<file path="src/rtl/alu_seq.sv">
// alu_seq: handshaked, registered ALU with shifts and an iterative shift-add multiplier.
// One op is accepted per valid/ready transfer; results and flags are held until consumed.

module alu_seq #(
    parameter int WIDTH      = 8,
    parameter bit SIGNED_CMP = 1'b0
) (
    input  logic             clk,
    input  logic             rst_n,
    input  logic             in_valid,
    output logic             in_ready,
    input  logic [WIDTH-1:0] op1,
    input  logic [WIDTH-1:0] op2,
    input  logic [3:0]       aluop,
    output logic             out_valid,
    input  logic             out_ready,
    output logic [WIDTH-1:0] result,
    output logic             equal,
    output logic             lessThan,
    output logic             carry,
    output logic             illegal
);

    localparam int SHW   = $clog2(WIDTH);
    localparam int CNT_W = $clog2(WIDTH);
    localparam logic [CNT_W-1:0] LAST_STEP = CNT_W'(WIDTH - 1);

    typedef enum logic [1:0] {
        IDLE     = 2'd0,
        MUL_BUSY = 2'd1,
        HOLD     = 2'd2
    } state_t;

    typedef enum logic [3:0] {
        OP_AND  = 4'd0,
        OP_OR   = 4'd1,
        OP_XOR  = 4'd2,
        OP_ADD  = 4'd3,
        OP_SUB  = 4'd4,
        OP_SLT  = 4'd5,
        OP_SLTE = 4'd6,
        OP_EQ   = 4'd7,
        OP_SHL  = 4'd8,
        OP_SHR  = 4'd9,
        OP_MUL  = 4'd10
    } op_t;

    state_t           state_q, state_d;
    logic [WIDTH-1:0] result_q, result_d;
    logic             equal_q, equal_d;
    logic             less_q, less_d;
    logic             carry_q, carry_d;
    logic             illegal_q, illegal_d;
    logic [CNT_W-1:0] count_q, count_d;
    logic [WIDTH-1:0] acc_q, acc_d;
    logic [WIDTH-1:0] mcand_q, mcand_d;
    logic [WIDTH-1:0] mplier_q, mplier_d;

    logic [WIDTH:0]   sum_ext;
    logic [SHW-1:0]   shamt;
    logic             cmp_eq;
    logic             cmp_lt;
    logic [WIDTH-1:0] alu_res;
    logic             alu_carry;
    logic             alu_illegal;
    logic [WIDTH-1:0] acc_step;
    logic             accept;

    // Single-cycle datapath: result, carry and illegal flag for every non-multiply opcode.
    always_comb begin
        sum_ext     = {1'b0, op1} + {1'b0, op2};
        shamt       = op2[SHW-1:0];
        cmp_eq      = (op1 == op2);
        if (SIGNED_CMP) begin
            cmp_lt = ($signed(op1) < $signed(op2));
        end else begin
            cmp_lt = (op1 < op2);
        end
        alu_res     = '0;
        alu_carry   = 1'b0;
        alu_illegal = 1'b0;
        case (aluop)
            OP_AND:  alu_res = op1 & op2;
            OP_OR:   alu_res = op1 | op2;
            OP_XOR:  alu_res = op1 ^ op2;
            OP_ADD: begin
                alu_res   = sum_ext[WIDTH-1:0];
                alu_carry = sum_ext[WIDTH];
            end
            OP_SUB: begin
                alu_res   = op1 - op2;
                alu_carry = (op1 < op2);
            end
            OP_SLT:  alu_res = {{(WIDTH-1){1'b0}}, cmp_lt};
            OP_SLTE: alu_res = {{(WIDTH-1){1'b0}}, cmp_lt | cmp_eq};
            OP_EQ:   alu_res = {{(WIDTH-1){1'b0}}, cmp_eq};
            OP_SHL:  alu_res = op1 << shamt;
            OP_SHR:  alu_res = op1 >> shamt;
            OP_MUL:  alu_res = '0;
            default: alu_illegal = 1'b1;
        endcase
    end

    // Next-state logic: handshake, multiplier stepping and output register updates.
    always_comb begin
        state_d   = state_q;
        result_d  = result_q;
        equal_d   = equal_q;
        less_d    = less_q;
        carry_d   = carry_q;
        illegal_d = illegal_q;
        count_d   = count_q;
        acc_d     = acc_q;
        mcand_d   = mcand_q;
        mplier_d  = mplier_q;
        acc_step  = mplier_q[0] ? (acc_q + mcand_q) : acc_q;
        in_ready  = (state_q == IDLE) || ((state_q == HOLD) && out_ready);
        accept    = in_valid && in_ready;

        case (state_q)
            MUL_BUSY: begin
                acc_d    = acc_step;
                mcand_d  = mcand_q << 1;
                mplier_d = mplier_q >> 1;
                count_d  = count_q + 1'b1;
                if (count_q == LAST_STEP) begin
                    result_d = acc_step;
                    state_d  = HOLD;
                end
            end
            HOLD: begin
                if (out_ready && !in_valid) begin
                    state_d = IDLE;
                end
            end
            default: begin
            end
        endcase

        if (accept) begin
            equal_d = cmp_eq;
            less_d  = cmp_lt;
            if (aluop == OP_MUL) begin
                state_d   = MUL_BUSY;
                count_d   = '0;
                acc_d     = '0;
                mcand_d   = op1;
                mplier_d  = op2;
                carry_d   = 1'b0;
                illegal_d = 1'b0;
            end else begin
                state_d   = HOLD;
                result_d  = alu_res;
                carry_d   = alu_carry;
                illegal_d = alu_illegal;
            end
        end
    end

    // State, output and multiplier registers; reset aborts any multiply in flight.
    always_ff @(posedge clk or negedge rst_n) begin
        if (!rst_n) begin
            state_q   <= IDLE;
            result_q  <= '0;
            equal_q   <= 1'b0;
            less_q    <= 1'b0;
            carry_q   <= 1'b0;
            illegal_q <= 1'b0;
            count_q   <= '0;
            acc_q     <= '0;
            mcand_q   <= '0;
            mplier_q  <= '0;
        end else begin
            state_q   <= state_d;
            result_q  <= result_d;
            equal_q   <= equal_d;
            less_q    <= less_d;
            carry_q   <= carry_d;
            illegal_q <= illegal_d;
            count_q   <= count_d;
            acc_q     <= acc_d;
            mcand_q   <= mcand_d;
            mplier_q  <= mplier_d;
        end
    end

    assign out_valid = (state_q == HOLD);
    assign result    = result_q;
    assign equal     = equal_q;
    assign lessThan  = less_q;
    assign carry     = carry_q;
    assign illegal   = illegal_q;

endmodule

</file>
<file path="config.mk">
export PLATFORM = sky130hd
export DESIGN_NAME = alu_seq
export DESIGN_NICKNAME = d
export VERILOG_FILES = /design/src/rtl/alu_seq.sv
export SDC_FILE = /design/constraint.sdc
export NUM_CORES = 1
export LEC_CHECK = 0
export CAP_MARGIN = 5
export CORE_MARGIN = 1.5
export CORE_UTILIZATION = 55
export CTS_BUF_LIST = sky130_fd_sc_hd__clkbuf_16
export CTS_CLUSTER_DIAMETER = 40
export DETAILED_ROUTE_END_ITERATION = 6
export GPL_ROUTABILITY_DRIVEN = 0
export PLACE_DENSITY = 0.85
export SYNTH_ARGS = -nofsm -noshare
export SYNTH_HDL_FRONTEND = slang
export SYNTH_SLANG_ARGS = --single-unit
</file>
<file path="constraint.sdc">
create_clock -name clk -period 3 [get_ports clk]
set_clock_uncertainty 0.1 [all_clocks]
set_input_delay 0.6 -clock clk [delete_from_list [all_inputs] [get_ports clk]]
set_output_delay 0.6 -clock clk [all_outputs]
set_load 0.005 [all_outputs]
</file>
==> impl_metrics.tcl, run 1 <==
set metrics [dict create \
    outcome "completed" \
    die_area_sq_mm 0.00780 \
    period_share_pct 94.2 \
    antenna_found_initial 0 \
    grt_usage_pct 32.3 \
    h-tree-depth 2 \
    crit_family "compound AO/OA/AOI/OAI gates" \
    ios 38 \
    crit_path_max_fanout 4 \
    core_sq_mm 0.00691 \
    cts_root_buf "clkbuf_16" \
    cp-end-kind "register" \
    synth-async-reset-ratio_pct 100 \
    synthesis.area_sq_mm 0.00400 \
    ant_nets 0 \
    synth_top_area_share_pct 25.6 \
    synth_ff_type "dfrtp_1" \
    avgRoutedWirePerCell_um 18.2 \
    setup_viol 0 \
    cts_sinks 41 \
    path_cells "clkdlybuf4s50_1, ha_1, fa_1, a21o_1, a21oi_1, o21ai_1, a211oi_1, o32a_1, o21ai_1" \
    wirelength_mm 12.1 \
    initial_core_util_pct 58.0 \
    postCtsSetupRepairBufs 0 \
    die_w_um 88.3 \
    max_freq_ghz 0.354 \
    synth.avg_cell_area_sq_um 7.88 \
    diodes 0 \
    synth_seq_cells 41 \
    grt_pass1_wl_mm 19.5 \
    crit_slowest_cell "clkdlybuf4s50_1" \
    slew_viol_final 0 \
    grt_pass1_vias 4109 \
    numCtsBuffers 5 \
    synth_area_leader_cell "dfrtp_1" \
    slowest_delay_ns 0.46 \
    synth-seq-area-share_pct 25.6 \
    dr_total_vias 4232 \
    dp_hpwl_mm 9.29 \
    p_leak_nw 2.18 \
    finalCriticalPeriod_ns 2.83 \
    syn-num-nets 569 \
    placed_area_sq_mm 0.00468 \
    first_pass_iters 6 \
    worstReg2RegEnd "acc_q[6]" \
    cp.arrival_ns 2.90 \
    critPathBufInv 1 \
    max-slew-margin-rel_pct 36.5 \
    finalHoldViolations 0 \
    hp-class "in2async" \
    fin_nets 627 \
    synth_area_leaders "dfrtp_1 26%, ha_1 11%, nand2_1 6.7%" \
    synthCells 508 \
    worst_slew_pin_slew_ns 0.953 \
    r2r_slack_ns 0.46 \
    finalInstanceArea_sq_mm 0.00483 \
    die_height_um 88.3 \
    final_common_cell "nand2_1" \
    path_clk_slew_ns 0.06 \
    drcViolationCount 0 \
    synth_edf_count 0 \
    cts_tree "built" \
    grt_overflow_total 0 \
    rows 30 \
    worstRegToRegCells 8 \
    setup_tns_ns 0 \
    crit_required_ns 3.07 \
    ys_types 70 \
    cts_buffer_depth 2 \
    yosysWarnings 0 \
    crit_top_cell "o21ai_1" \
    grt_max_degree 42 \
    cp-start-kind "input port" \
    cap_violations 0 \
    critical_path_class "in2reg" \
    drive_gt1_share_pct 12.5 \
    port_buffers 37 \
    drt_iter0_drc 496 \
    viasPerCell 6.38 \
    clkLatencyLatePin_ns 0.28 \
    syn_to_final_growth_pct 20.7 \
    mostFrequentLayoutCells "71 x nand2_1, 48 x nor2_1, 43 x buf_4, 41 x dfrtp_1, 36 x clkdlybuf4s50_1" \
    hold_slack_ns 0.364 \
    total_power_mw 3.20 \
    r2r_start "mcand_q[0]" \
    peakVddDrop_mv 0.411 \
    power_density_mw_per_mm2 662 \
]
-- flip-flops by register name, indices dropped and copies added, names as in the netlist --
signal and flops:
count_q 3, state_q 2, illegal 1, carry 1, acc_q 8, result 8, equal 1, mplier_q 8
mcand_q 8, lessThan 1
-- per-layer routing --
metal  routed length (um)  GRT usage, %  vias to the layer above
li1                     -             -                     1934
met1                 5050          43.6                     1996
met2                 5610          52.1                      265
met3                 1070          5.22                       37
met4                  344          12.2                        0
met5                    0             0                        -
-- report_power, final --
group | internal (mW) | switching [mW]
clock network | 0.302 | 0.211
registers | 0.783 | 0.220
logic | 0.760 | 0.925
total | 1.84 | 1.36
-- cell usage after synthesis (3+ instances only) --
master    count
nor2_1       48
o22ai_1       6
a221oi_1      3
fa_1          3
o21ai_1       8
buf_2        10
ha_1         34
o21ai_0      23
mux2i_1      13
clkbuf_1     17
a21oi_1      27
and3_1        3
a211oi_1     11
mux2_1        4
or3_1         3
nor3b_1       4
inv_1        30
nand2_1      71
dfrtp_1      41
nand2b_1      9
nor3_1        8
o211ai_1      5
a31oi_1      17
nand3_1       9
a211o_1       5
inv_2         3
a32oi_1       3
or2_2         3
mux2_4        3
xnor2_1       7
and2_1        4
o21bai_1      4
nor2b_1      12
o31ai_1       4
a21o_1        6
-- how the worst max path moves through the flow --
| stage | from | to | cells after the start |
|---|---|---|---|
| CTS | op1[0] | result[6] | 11 |
| finish | op1[0] | carry | 9 |
| detailed placement | op1[0] | result[6] | 11 |
| global route | op1[0] | result[0] | 11 |
| global placement | op1[0] | result[0] | 11 |
| floorplan | op1[0] | result[6] | 10 |
-- per-stage QoR --
stage          utilization (%)  std cells  setup WS, ns
6_report                  70.0        663         0.173
5_1_grt                   70.0        663       -0.0103
4_1_cts                   69.8        663         0.147
3_5_place_dp              67.8        655        -0.137
3_3_place_gp              67.8        655       -0.0677
2_1_floorplan                -        508         0.531
-- final cells by class --
type / count / area, sq um
Sequential cell: 41 / 1030
Fill cell: 568 / 2070
Clock buffer: 5 / 125
Clock inverter: 3 / 13.8
Timing Repair Buffer: 80 / 688
Inverter: 33 / 124
Tap cell: 96 / 120
Multi-Input combinational cell: 405 / 2740
-- worst reg2reg max path: cells and delay by family (launching register included) --
kind                     cells  cell delay, ns
AO/OA/AOI/OAI                6            1.28
adder cells (fa/ha/maj)      2            0.63
flip-flops                   1            0.41
-- repair_timing --
item	4_1_cts	5_1_grt
resized for setup	0	3
setup endpoints to repair	0	3
hold buffers	0	0
-- logic make-up after synthesis --
kind of cell,after synthesis,synth area share (%)
adder cells (fa/ha/maj),37,12.1
multiplexers,23,6.62
flip-flops,41,25.6
AO/OA/AOI/OAI,150,25.3
AND/OR/NAND/NOR,186,22.0
buffers and inverters,62,6.31
XOR/XNOR,9,1.97
Power figures use the tool's default switching activity.
==> run 2: changes to the inputs <==
- CTS_CLUSTER_DIAMETER: 40 -> unset
==> results of run 2 <==
No change in the layout: final DEF, timing and power equal those of run 1.
